<file path="src/rtl/fifo_rd_pkg.sv">
`default_nettype none
// ============================================================================
// Module   : fifo_rd_pkg
// Brief    : Shared defaults, pointer wrap helper and stats counter type for
//            the FIFO read-stream drain engine.
// Revision : 1.0 - initial release
// ============================================================================
package fifo_rd_pkg;

    localparam int DEF_WIDTH      = 8;
    localparam int DEF_SKID_DEPTH = 2;

    // Widest pointer needed for the largest legal skid depth (4 entries).
    localparam int PTR_MAX_W = 2;

    typedef logic [15:0] stats_t;
    localparam stats_t STATS_MAX = 16'hFFFF;

    function automatic logic [PTR_MAX_W-1:0] ptr_inc(
        input logic [PTR_MAX_W-1:0] ptr,
        input int                   depth
    );
        logic [PTR_MAX_W-1:0] last;
        last = PTR_MAX_W'(depth - 1);
        return (ptr == last) ? '0 : (ptr + PTR_MAX_W'(1));
    endfunction

    function automatic stats_t sat_inc(input stats_t v);
        return (v == STATS_MAX) ? v : (v + 16'd1);
    endfunction

endpackage
`default_nettype wire

</file>
<file path="src/rtl/fifo_rd_skid.sv">
`default_nettype none
// ============================================================================
// Module   : fifo_rd_skid
// Brief    : Circular skid buffer holding words captured from the FIFO until
//            the downstream consumer accepts them.
// Revision : 1.0 - initial release
// ============================================================================
module fifo_rd_skid
    import fifo_rd_pkg::*;
#(
    parameter  int WIDTH      = DEF_WIDTH,
    parameter  int SKID_DEPTH = DEF_SKID_DEPTH,
    localparam int PTR_W      = $clog2(SKID_DEPTH),
    localparam int CNT_W      = $clog2(SKID_DEPTH + 1)
) (
    input  logic             clk,
    input  logic             rst,
    input  logic             flush,
    input  logic             push,
    input  logic [WIDTH-1:0] push_data,
    input  logic             pop,
    output logic [CNT_W-1:0] count,
    output logic [WIDTH-1:0] head_data
);

    logic [WIDTH-1:0] r_mem [SKID_DEPTH];
    logic [PTR_W-1:0] r_rd_ptr;
    logic [PTR_W-1:0] r_wr_ptr;
    logic [CNT_W-1:0] r_count;

    logic [PTR_W-1:0] w_rd_ptr_inc;
    logic [PTR_W-1:0] w_wr_ptr_inc;
    logic             w_do_pop;

    always_comb begin
        w_rd_ptr_inc = PTR_W'(ptr_inc(PTR_MAX_W'(r_rd_ptr), SKID_DEPTH));
        w_wr_ptr_inc = PTR_W'(ptr_inc(PTR_MAX_W'(r_wr_ptr), SKID_DEPTH));
        w_do_pop     = pop && (r_count != '0);
    end

    // Flush discards everything held; a word being captured this edge is dropped.
    always_ff @(posedge clk) begin
        if (rst || flush) begin
            r_rd_ptr <= '0;
            r_wr_ptr <= '0;
            r_count  <= '0;
        end else begin
            if (push) begin
                r_wr_ptr <= w_wr_ptr_inc;
            end
            if (w_do_pop) begin
                r_rd_ptr <= w_rd_ptr_inc;
            end
            r_count <= r_count + CNT_W'(push) - CNT_W'(w_do_pop);
        end
    end

    // Storage is cleared only on reset so the head reads as zero afterwards.
    always_ff @(posedge clk) begin
        if (rst) begin
            for (int i = 0; i < SKID_DEPTH; i++) begin
                r_mem[i] <= '0;
            end
        end else if (push && !flush) begin
            r_mem[r_wr_ptr] <= push_data;
        end
    end

    assign count     = r_count;
    assign head_data = r_mem[r_rd_ptr];

endmodule
`default_nettype wire

</file>
<file path="src/rtl/fifo_rd_stream.sv">
`default_nettype none
// ============================================================================
// Module   : fifo_rd_stream
// Brief    : Drains the 8-bit synchronous FIFO read port into a valid/ready
//            stream at up to one word per clock. Optional transfer/stall
//            statistics are enabled with FIFO_RD_STREAM_STATS_EN.
// Revision : 1.0 - initial release
// ============================================================================
module fifo_rd_stream
    import fifo_rd_pkg::*;
#(
    parameter int WIDTH      = DEF_WIDTH,
    parameter int SKID_DEPTH = DEF_SKID_DEPTH
) (
    input  logic             clk,
    input  logic             rst,
    input  logic             fifo_e,
    input  logic [WIDTH-1:0] fifo_dout,
    output logic             fifo_re,
    input  logic             flush,
    output logic             out_valid,
    input  logic             out_ready,
    output logic [WIDTH-1:0] out_data
`ifdef FIFO_RD_STREAM_STATS_EN
    ,
    output logic [15:0]      xfer_cnt,
    output logic [15:0]      stall_cnt
`endif
);

    localparam int CNT_W = $clog2(SKID_DEPTH + 1);
    localparam int OCC_W = CNT_W + 1;

    logic             r_inflight;
    logic [CNT_W-1:0] w_count;
    logic [WIDTH-1:0] w_head;
    logic             w_pop;
    logic [OCC_W-1:0] w_occ;
    logic             w_re;

    // Occupancy after this edge, counting the word still returning from the FIFO.
    always_comb begin
        w_pop = out_valid && out_ready;
        w_occ = OCC_W'(w_count) + OCC_W'(r_inflight) - OCC_W'(w_pop);
        w_re  = !rst && !flush && !fifo_e && (w_occ < OCC_W'(SKID_DEPTH));
    end

    always_ff @(posedge clk) begin
        if (rst || flush) begin
            r_inflight <= 1'b0;
        end else begin
            r_inflight <= w_re;
        end
    end

    fifo_rd_skid #(
        .WIDTH      (WIDTH),
        .SKID_DEPTH (SKID_DEPTH)
    ) u_skid (
        .clk       (clk),
        .rst       (rst),
        .flush     (flush),
        .push      (r_inflight),
        .push_data (fifo_dout),
        .pop       (w_pop),
        .count     (w_count),
        .head_data (w_head)
    );

    assign fifo_re   = w_re;
    assign out_valid = (w_count != '0);
    assign out_data  = w_head;

`ifdef FIFO_RD_STREAM_STATS_EN
    stats_t r_xfer_cnt;
    stats_t r_stall_cnt;

    // Statistics survive flush; only rst clears them.
    always_ff @(posedge clk) begin
        if (rst) begin
            r_xfer_cnt  <= '0;
            r_stall_cnt <= '0;
        end else begin
            if (w_pop) begin
                r_xfer_cnt <= sat_inc(r_xfer_cnt);
            end
            if (out_valid && !out_ready) begin
                r_stall_cnt <= sat_inc(r_stall_cnt);
            end
        end
    end

    assign xfer_cnt  = r_xfer_cnt;
    assign stall_cnt = r_stall_cnt;
`endif

endmodule
`default_nettype wire

</file>
<file path="config.mk">
export PLATFORM = sky130hd
export DESIGN_NAME = fifo_rd_stream
export DESIGN_NICKNAME = d
export VERILOG_FILES = /design/src/rtl/fifo_rd_pkg.sv /design/src/rtl/fifo_rd_skid.sv /design/src/rtl/fifo_rd_stream.sv
export SDC_FILE = /design/constraint.sdc
export NUM_CORES = 1
export LEC_CHECK = 0
export CORE_ASPECT_RATIO = 0.75
export CORE_MARGIN = 2
export CORE_UTILIZATION = 40
export CTS_BUF_LIST = sky130_fd_sc_hd__clkbuf_8
export DETAILED_ROUTE_END_ITERATION = 10
export GPL_ROUTABILITY_DRIVEN = 0
export PLACE_DENSITY = 0.68
export SYNTH_ARGS = -nofsm -noshare
export SYNTH_HDL_FRONTEND = slang
export SYNTH_SLANG_ARGS = --single-unit
</file>
<file path="constraint.sdc">
create_clock -name clk -period 1.9 [get_ports clk]
set_input_delay 0.285 -clock clk [delete_from_list [all_inputs] [get_ports clk]]
set_output_delay 0.285 -clock clk [all_outputs]
set_load 0.02 [all_outputs]
</file>
==> impl_results.md, run 1 <==
- Synth-to-Final Area Change: 43.28%
- Initial antenna violation count: 0
- Ratio of cells with drive above 1 in the final layout: 33.64%
- Top cells by area, synth: edfxtp_1 (47%), dfxtp_1 (12%), mux2_2 (11%)
- CP top delay family: adder cells
- Syn Area/Cell: 13.71 um^2
- CTS buffer count: 3
- I/O Buffers: 22
- DP Wirelength: 1315 um
- Combinational Power Share: 12.3%
- # placed instances: 135
- Pin count of the biggest net entering global routing: 19
- WL/cell: 13.69 um
- Synthesized area: 1015 um^2
- Post-Syn Instances: 74
- Number of routed nets with antenna violations: 0
- Violated checks: negative setup slack
- DRT iter0 DRCs: 14
- Startpoint Class: flip-flop
- Sw frac: 19.46%
- TritonCTS clock tree: done
- YS warnings: 0
- Hold WS: 570.0 ps
- Fill count: 190
- Worst vdd ir: 591.3 uV
- RSZ-0062 raised after global routing: true
- Cell accounting for the most synthesized area: edfxtp_1
- Drt pass-1 iters: 4
- Multi-input gate area: 396.6 um^2
- Worst-path clk slew: 70 ps
- Largest stage delay on the critical path: 540 ps
- Hold Path Class: reg2reg
- Max Root-Sink Buffers: 2
- Final critical-path share of the clock period: 130.1%
- Final WL: 1972 um
- Final net count: 127
- Clk_lat worst skew: 260 ps
- Drt drc: 0
- Net count after synthesis: 90
- Vias in the first global route: 670
- Net Sw Power: 0.2141 mW
- P_leak: 0.6632 nW
- First-pass GRT wire length: 3208 um
- CP Class: reg2out
- Arrival @ worst endpoint: 2190 ps
- Main synth FF type: edfxtp_1
- # hold bufs at CTS: 0
- DR vias: 682
- FF+latch area: 601.8 um^2
- Maximum operating frequency: 0.4046 GHz
- Final hold viol count: 0
- Die W: 62.16 um
- Slew Limit Headroom: 75.76%
- Max FO, Critical Path: 2
- Clock share of power: 38.9%
- Total Routing Usage GR: 15.01%
- Post-synth EDFFs: 16
- Crit-path cells: o21a_1 -> ha_1 -> inv_1 -> ha_2 -> inv_2 -> fa_2 -> and4b_2 -> buf_6
- Post-synth top area share: 47.35%
- Worst-margin pin slew: 363.6 ps
- Vias/cell: 4.736
- Fin worst setup slack: -571.7 ps
- Fin crit period: 2472 ps
- Post-Layout Cell Count: 144
- Final setup viols: 3
- Clock skew: 4.396 ps
- Ant. Diodes: 0
- H-tree depth: 1
- Gr ovfl total: 0
- CP required: 1620 ps
- P_int: 0.8864 mW
- Max-Cap Viols: 0
- Fin. max-slew vios: 0
- Library cells used by synthesis: 20
- Commonest cells in the netlist: and3_1 (16), edfxtp_1 (16), mux2_2 (10)
- Kind of end point of the critical path: primary output
- Core area: 2346 um^2
- # clock sinks: 22
- Height of the die: 47.62 um
- P per Cell Area: 757.0 nW/um^2
- Status: finished, violations left
- CTS Root Cell: clkbuf_8
- Number of synthesized register bits: 22
- Core Util, Final: 61.97%
- Seq/Total Area, Yosys: 59.19%
- Reg power frac: 48.8%
- Worst path bufs/invs: 3
- Row cnt: 15
- Die ar.: 2960 um^2
- Setup_tns: -1235 ps
- Post-synth ARST share: 0%
- Initial Utilization: 43.25%
- # IOs: 23
- Slowest stage cell, crit path: fa_2
## worst min-delay path, delay by kind of cell (launching register included)
| kind | cells | cell delay [ps] |
|---|---|---|
| xor+xnor | 1 | 130 |
| flops | 1 | 350 |
| simple gates | 1 | 50 |
## cells by family (layout without fill, tap and decap cells)
group                      Yosys count  count (layout)  share of synthesized area (%)
and+or+nand+nor                     27              27                          17.76
AOI/OAI and AO/OA                    3               3                          2.219
muxes                               10              10                          11.10
DFF                                 22              22                          59.19
adders and majority gates            3               3                          4.439
buffers and inverters                7              43                          3.574
xor gates and xnor gates             2               2                          1.727
## what timing repair did
item	in CTS	in global routing
setup endpoints to repair	10	3
endpoints found under the hold margin	0	0
gates resized for setup	25	0
buffers inserted	6	0
gates cloned	0	0
## cell usage in the layout, fill, tap and decap left out, types with 3 or more instances in the layout
cell type,instances
mux2_2,10
dlygate4sd2_1,9
edfxtp_1,16
and3_1,16
clkdlybuf4s50_1,12
buf_6,6
buf_4,8
clkbuf_8,3
dfxtp_1,5
inv_1,3
## per-layer routing
metal / vias to the layer above / GRT usage, % / wire, um
li1: 347 / - / -
met1: 315 / 16.96 / 938
met2: 18 / 27.83 / 912
met3: 2 / 6.118 / 105
met4: 0 / 4.000 / 16
met5: - / 0 / 0
## flip-flops by register name, indices dropped and copies added, names as in the netlist, named ones only
signal	cells
u_skid.r_rd_ptr	1
u_skid.count	2
u_skid.r_mem	16
r_inflight	1
u_skid.r_wr_ptr	1
## power groups by stage
stage | Combinational (mW) | Sequential (mW) | Clock (mW)
after global routing | 0.146 | 0.539 | 0.457
after CTS | 0.137 | 0.537 | 0.442
after global placement | 0.125 | 0.547 | 0
after detailed placement | 0.126 | 0.548 | 0
after floorplan | 0.0570 | 0.547 | 0
final | 0.135 | 0.537 | 0.428
## stage by stage
stage                     total power [mW]  worst slack [ps]  area (um^2)
after CTS                            1.117            -574.1         1465
after global routing                 1.142            -664.9         1454
final                                1.101            -571.7         1454
after global placement              0.6719             -1031         1321
after floorplan                     0.6036            -212.8         1020
after detailed placement            0.6744             -1048         1321
## layout make-up
class / instances / share of cell area (%)
sequential: 22 / 41.39
tap: 34 / 2.926
multi-input combinational: 45 / 27.28
timing repair buffer: 35 / 22.46
clock inverter: 1 / 2.065
clock buffer: 3 / 2.840
inverter: 4 / 1.033
## path summary, 6_finish.rpt
kind,start,endpoint,slack (ps),cells after the start
setup / recovery,u_skid.count[1],fifo_re,-570,8
hold reg to reg,u_skid.r_wr_ptr,u_skid.r_wr_ptr,570,2
hold / removal,u_skid.r_wr_ptr,u_skid.r_wr_ptr,570,2
setup reg to reg,u_skid.count[1],r_inflight,-400,12
Note: power is estimated with default switching activity, not from simulation.
==> inputs of run 2 (changes only) <==
--- a/config.mk
+++ b/config.mk
@@ -11,7 +11,8 @@
 export CTS_BUF_LIST = sky130_fd_sc_hd__clkbuf_8
 export DETAILED_ROUTE_END_ITERATION = 10
 export GPL_ROUTABILITY_DRIVEN = 0
-export PLACE_DENSITY = 0.68
+export PLACE_DENSITY = 0.74
+export SKIP_CTS_REPAIR_TIMING = 1
 export SYNTH_ARGS = -nofsm -noshare
 export SYNTH_HDL_FRONTEND = slang
 export SYNTH_SLANG_ARGS = --single-unit
==> run 2 against run 1 <==
Clock skew increased by 2.9 ps. Global-route usage down 1.1 points. Critical endpoint unchanged. Clock-buffer cell count unchanged. Routed wire length fell by 6.8%. The run still ends with negative setup slack left. Critical path type unchanged. Critical path depth stayed put. Non-clock buffer count shrank 7. Largest power group unchanged.
==> impl_results.md, run 2 (synthesis results as in run 1) <==
- TritonCTS clock tree: done (unchanged)
- Hold path depth: 4 (was 2)
- Met3 Use GR: 5.647% (was 6.118%)
- Dpl ws: -1136 ps (was -1048 ps)
- Max Root-Sink Buffers: 2 (unchanged)
- Initial Utilization: 43.25% (unchanged)
- Drt pass-1 iters: 4 (unchanged)
- Met2 Use GR: 26.09% (was 27.83%)
- Core area: 2346 um^2 (unchanged)
- Final critical-path share of the clock period: 129.9% (was 130.1%)
- CP top delay family: adder cells (unchanged)
- Most frequent cells in the layout: clkdlybuf4s50_1 (20), and3_1 (16), edfxtp_1 (16) (was and3_1 (16), edfxtp_1 (16), clkdlybuf4s50_1 (12))
- Worst vdd ir: 400.7 uV (was 591.3 uV)
- Final WL: 1837 um (was 1972 um)
- CP required: 1620 ps (about the same)
- Clk_lat worst skew: 260 ps (about the same)
- Max reg flops: 16 (unchanged)
- Startpoint Class: flip-flop (unchanged)
- DR vias: 663 (was 682)
- Slowest stage cell, crit path: fa_2 (unchanged)
- Net Sw Power: 0.2037 mW (was 0.2141 mW)
- Final setup viols: 1 (was 3)
- Pin count of the biggest net entering global routing: 19 (unchanged)
- Vias/cell: 4.839 (was 4.736)
- Worst-path clk slew: 80 ps (was 70 ps)
- RSZ-0062 raised after global routing: true (unchanged)
- Most common cell after layout, fill and taps aside: clkdlybuf4s50_1
- P per Cell Area: 777.1 nW/um^2 (was 757.0 nW/um^2)
- Die W: 62.16 um (unchanged)
- Largest stage delay on the critical path: 540 ps (about the same)
- Reg2reg setup slack: 50 ps (was -400 ps)
- Hold WS: 525.2 ps (was 570.0 ps)
- Die ar.: 2960 um^2 (unchanged)
- CTS Root Cell: clkbuf_8 (unchanged)
- Combinational Power Share: 11.6% (was 12.3%)
- Gr ovfl total: 0 (unchanged)
- Reg power frac: 49.5% (was 48.8%)
- Number of routed nets with antenna violations: 0 (unchanged)
- I/O Buffers: 22 (unchanged)
- Synth-to-Final Area Change: 37.48% (was 43.28%)
- Violated checks: negative setup slack (unchanged)
- CP Class: reg2out (unchanged)
- Fin worst setup slack: -568.4 ps (was -571.7 ps)
- H-tree depth: 1 (unchanged)
- Slew Limit Headroom: 75.88% (was 75.76%)
- Kind of end point of the critical path: primary output (unchanged)
- Fin. max-slew vios: 0 (unchanged)
- Fin crit period: 2468 ps (was 2472 ps)
- Vias in the first global route: 657 (was 670)
- # IOs: 23 (unchanged)
- Total Routing Usage GR: 13.89% (was 15.01%)
- Crit Reg-Reg Startpoint: u_skid.count[1] (unchanged)
- First-pass GRT wire length: 2960 um (was 3208 um)
- Row cnt: 15 (unchanged)
- Clock share of power: 38.9% (about the same)
- P_int: 0.8804 mW (was 0.8864 mW)
- GRT met1 Usage: 14.95% (was 16.96%)
- Ant. Diodes: 0 (unchanged)
- Clock skew: 7.286 ps (was 4.396 ps)
- Final net count: 120 (was 127)
- Arrival @ worst endpoint: 2180 ps (was 2190 ps)
- DRT iter0 DRCs: 18 (was 14)
- Sw frac: 18.79% (was 19.46%)
- Final hold viol count: 0 (unchanged)
- Maximum operating frequency: 0.4051 GHz (was 0.4046 GHz)
- Max-Cap Viols: 0 (unchanged)
- Status: finished, violations left (unchanged)
- Initial antenna violation count: 0 (unchanged)
- Most flop-heavy register: u_skid.r_mem (unchanged)
- Max FO, Critical Path: 3 (was 2)
- P_leak: 0.6093 nW (was 0.6632 nW)
- Total Power: 1.084 mW (was 1.101 mW)
- Worst setup path startpoint: u_skid.count[1] (unchanged)
- Worst-margin pin slew: 361.8 ps (was 363.6 ps)
- CTS buffer count: 3 (unchanged)
- Crit-path cells: o21a_1 -> ha_1 -> inv_1 -> ha_2 -> inv_2 -> fa_2 -> and4b_2 -> buf_6 (unchanged)
- R2R depth: 8 (was 12)
- Ratio of cells with drive above 1 in the final layout: 29.13% (was 33.64%)
- GR peak layer: met2 (unchanged)
- WL/cell: 13.41 um (was 13.69 um)
- Height of the die: 47.62 um (unchanged)
- DP Wirelength: 1346 um (was 1315 um)
- Hold Path Class: in2reg (was reg2reg)
- Drt drc: 0 (unchanged)
- Worst hold start: out_ready (was u_skid.r_wr_ptr)
- Critical R2R Capture: r_inflight (unchanged)
- # clock sinks: 22 (unchanged)
- Worst path bufs/invs: 3 (unchanged)
-- run 2: worst max path at each step --
stage | end | slack [ps] | depth (start not counted)
floorplan | fifo_re | -210 | 7
global placement | fifo_re | -1050 | 9
global route | fifo_re | -680 | 9
CTS | fifo_re | -1140 | 10
finish | fifo_re | -570 | 8
detailed placement | fifo_re | -1140 | 10
-- run 2: worst register-to-register path, delay by kind of cell (launching register included) --
kind            cells  cell delay, ps
compound gates      1             190
xor+xnor            1             150
fa+ha+maj           3             770
buf+inv             2             100
flops               1             320
simple gates        1             210
-- run 2: area by class of cell --
class / count / area (um^2)
Timing Repair Buffer: 28 / 269.0
Clock buffer: 3 / 41.29
Multi-Input combinational cell: 45 / 391.6
Inverter: 4 / 15.01
Clock inverter: 1 / 30.03
Tap cell: 34 / 42.54
Fill cell: 185 / 950.9
Sequential cell: 22 / 605.6
-- run 2: power by group through the flow --
| stage | combinational [mW] | clock [mW] | sequential [mW] |
|---|---|---|---|
| floorplan | 0.0570 | 0 | 0.547 |
| global placement | 0.122 | 0 | 0.547 |
| detailed placement | 0.125 | 0 | 0.549 |
| CTS | 0.126 | 0.427 | 0.538 |
| global route | 0.137 | 0.447 | 0.538 |
| finish | 0.126 | 0.422 | 0.536 |
-- run 2: through the flow --
stage / util, % / area [um^2] / TNS [ps] / instances
global route: 59.47 / 1395 / -727.4 / 137
CTS: 58.72 / 1378 / -2114 / 137
global placement: 55.68 / 1306 / -1359 / 133
detailed placement: 55.68 / 1306 / -1569 / 133
floorplan: - / 1020 / -212.8 / 74
finish: 59.47 / 1395 / -568.4 / 137
-- run 2: per-layer routing --
| metal | part of all wire (%) | wire [um] | vias to the layer above |
|---|---|---|---|
| li1 | - | - | 332 |
| met1 | 44 | 811 | 302 |
| met2 | 49 | 893 | 27 |
| met3 | 6.3 | 115 | 2 |
| met4 | 0.93 | 17 | 0 |
| met5 | 0 | 0 | - |
==> inputs of run 3 (changes only) <==
--- a/config.mk
+++ b/config.mk
@@ -11,6 +11,7 @@
 export CTS_BUF_LIST = sky130_fd_sc_hd__clkbuf_8
 export DETAILED_ROUTE_END_ITERATION = 10
 export GPL_ROUTABILITY_DRIVEN = 0
+export GPL_TIMING_DRIVEN = 0
 export PLACE_DENSITY = 0.74
 export SKIP_CTS_REPAIR_TIMING = 1
 export SYNTH_ARGS = -nofsm -noshare
==> run 3 against run 2 <==
The run still ends with negative setup slack left. Maximum frequency fell by 3.4%. Final cell count did not move. Power fell by 13%. Worst hold slack improved by 89 ps. Design area fell by 1.3%. Largest cell class unchanged. Largest power group unchanged. Highest routed layer unchanged.
==> impl_results.md, run 3 (synthesis results as in run 1) <==
- TritonCTS clock tree: done (unchanged)
- Most frequent cells in the layout: and3_1 (16), edfxtp_1 (16), clkdlybuf4s50_1 (13) (was clkdlybuf4s50_1 (20), and3_1 (16), edfxtp_1 (16))
- Final setup viols: 2 (was 1)
- # clock sinks: 22 (unchanged)
- DP Wirelength: 1255 um (was 1346 um)
- Initial antenna violation count: 0 (unchanged)
- Post-route design area: 1376 um^2 (was 1395 um^2)
- Ratio of cells with drive above 1 in the final layout: 25.24% (was 29.13%)
- Drt drc: 0 (unchanged)
- P per Cell Area: 685.7 nW/um^2 (was 777.1 nW/um^2)
- Fin worst setup slack: -654.7 ps (was -568.4 ps)
- Worst path bufs/invs: 4 (was 3)
- Gr ovfl total: 0 (unchanged)
- Clock skew: 6.863 ps (was 7.286 ps)
- Crit-path cells: clkdlybuf4s50_1 -> o21a_1 -> ha_1 -> inv_1 -> ha_1 -> inv_2 -> fa_2 -> and4b_2 -> buf_6 (was o21a_1 -> ha_1 -> inv_1 -> ha_2 -> inv_2 -> fa_2 -> and4b_2 -> buf_6)
- Pin count of the biggest net entering global routing: 13 (was 19)
- CP top delay family: adder cells (unchanged)
- CP required: 1620 ps (about the same)
- Clk_lat worst skew: 260 ps (about the same)
- Drt pass-1 iters: 4 (unchanged)
- CTS buffer count: 3 (unchanged)
- Status: finished, violations left (unchanged)
- Fin crit period: 2555 ps (was 2468 ps)
- Startpoint Class: input pin (was flip-flop)
- Hold Path Class: reg2reg (was in2reg)
- I/O Buffers: 22 (unchanged)
- Max Root-Sink Buffers: 2 (unchanged)
- Violated checks: negative setup slack (unchanged)
- H-tree depth: 1 (unchanged)
- Net Sw Power: 0.2055 mW (was 0.2037 mW)
- CTS Root Cell: clkbuf_8 (unchanged)
- Slew Limit Headroom: 76.10% (was 75.88%)
- Final net count: 120 (unchanged)
- Number of routed nets with antenna violations: 0 (unchanged)
- Slowest stage cell, crit path: fa_2 (unchanged)
- Placed inst area: 1282 um^2 (was 1306 um^2)
- Worst-margin pin slew: 358.5 ps (was 361.8 ps)
- Row cnt: 15 (unchanged)
- Hold WS: 614.0 ps (was 525.2 ps)
- Core Util, Final: 58.67% (was 59.47%)
- Total Routing Usage GR: 13.86% (was 13.89%)
- Setup_tns: -672.3 ps (was -568.4 ps)
- Arrival @ worst endpoint: 2270 ps (was 2180 ps)
- Worst-path clk slew: 70 ps (was 80 ps)
- Max FO, Critical Path: 3 (unchanged)
- Die ar.: 2960 um^2 (unchanged)
- Clock share of power: 30.4% (was 38.9%)
- Max-Cap Viols: 0 (unchanged)
- Final WL: 1951 um (was 1837 um)
- Combinational Power Share: 12.8% (was 11.6%)
- P_int: 0.7383 mW (was 0.8804 mW)
- Vias/cell: 4.942 (was 4.839)
- Synth-to-Final Area Change: 35.64% (was 37.48%)
- Final hold viol count: 0 (unchanged)
- Fill count: 190 (was 185)
- First-pass GRT wire length: 2932 um (was 2960 um)
- DR vias: 677 (was 663)
- Ant. Diodes: 0 (unchanged)
- Worst vdd ir: 436.4 uV (was 400.7 uV)
- P_leak: 0.6934 nW (was 0.6093 nW)
- Most flop-heavy register: u_skid.r_mem (unchanged)
- Maximum operating frequency: 0.3914 GHz (was 0.4051 GHz)
- CP Class: in2out (was reg2out)
- Final critical-path share of the clock period: 134.5% (was 129.9%)
- DRT iter0 DRCs: 13 (was 18)
- Dpl ws: -1144 ps (was -1136 ps)
- WL/cell: 14.24 um (was 13.41 um)
- Sw frac: 21.77% (was 18.79%)
- Crit-path most repeated cell: ha_1
- Reg power frac: 56.8% (was 49.5%)
- Initial Utilization: 43.25% (unchanged)
- Vias in the first global route: 644 (was 657)
- Fin. max-slew vios: 0 (unchanged)
- Kind of end point of the critical path: primary output (unchanged)
- Height of the die: 47.62 um (unchanged)
- Die W: 62.16 um (unchanged)
- Max reg flops: 16 (unchanged)
- # IOs: 23 (unchanged)
- RSZ-0062 raised after global routing: true (unchanged)
- Core area: 2346 um^2 (unchanged)
- Largest stage delay on the critical path: 550 ps (was 540 ps)
run 3: area by class of cell:
| cell class | instances | area [um^2] | share of cell area (%) |
|---|---|---|---|
| Buffer | 3 | 23.77 | 1.727 |
| Clock buffer | 3 | 41.29 | 3.000 |
| Clock inverter | 1 | 3.754 | 0.2727 |
| Inverter | 4 | 15.01 | 1.091 |
| Multi-Input combinational cell | 45 | 381.6 | 27.73 |
| Sequential cell | 22 | 604.3 | 43.91 |
| Tap cell | 34 | 42.54 | 3.091 |
| Timing Repair Buffer | 25 | 264.0 | 19.18 |
run 3: power groups by stage:
stage               Combinational [mW]  Clock, mW  Sequential, mW
floorplan                       0.0570          0           0.547
global placement                 0.118          0           0.548
detailed placement               0.119          0           0.549
CTS                              0.120      0.290           0.538
global route                     0.130      0.304           0.539
finish                           0.120      0.287           0.536
run 3: worst register-to-register path, stage by stage, from the launching register on:
cell,delay [ps]
dfxtp_4,360
o21a_1,210
ha_1,280
inv_1,40
ha_1,180
inv_2,50
fa_2,450
and4b_1,220
run 3: worst paths after layout:
kind / startpoint / end / slack (ps) / depth (start not counted)
worst max register to register: u_skid.count[1] / r_inflight / 0 / 7
worst min register to register: u_skid.r_wr_ptr / u_skid.r_wr_ptr / 610 / 2
worst min-delay path: u_skid.r_wr_ptr / u_skid.r_wr_ptr / 610 / 2
worst max-delay path: out_ready / fifo_re / -650 / 9
run 3: per-stage QoR:
stage                     power, mW  std cells
final                        0.9438        137
after global routing         0.9725        137
after CTS                    0.9482        134
after detailed placement     0.6679        130
after global placement       0.6653        130
after floorplan              0.6036         74
run 3: per-layer routing:
layer,routed length [um],vias up,GRT usage (%)
met2,1004,15,25.65
met4,49,0,6.667
met1,806,323,15.01
met5,0,-,0
met3,90,7,5.176
li1,-,332,-
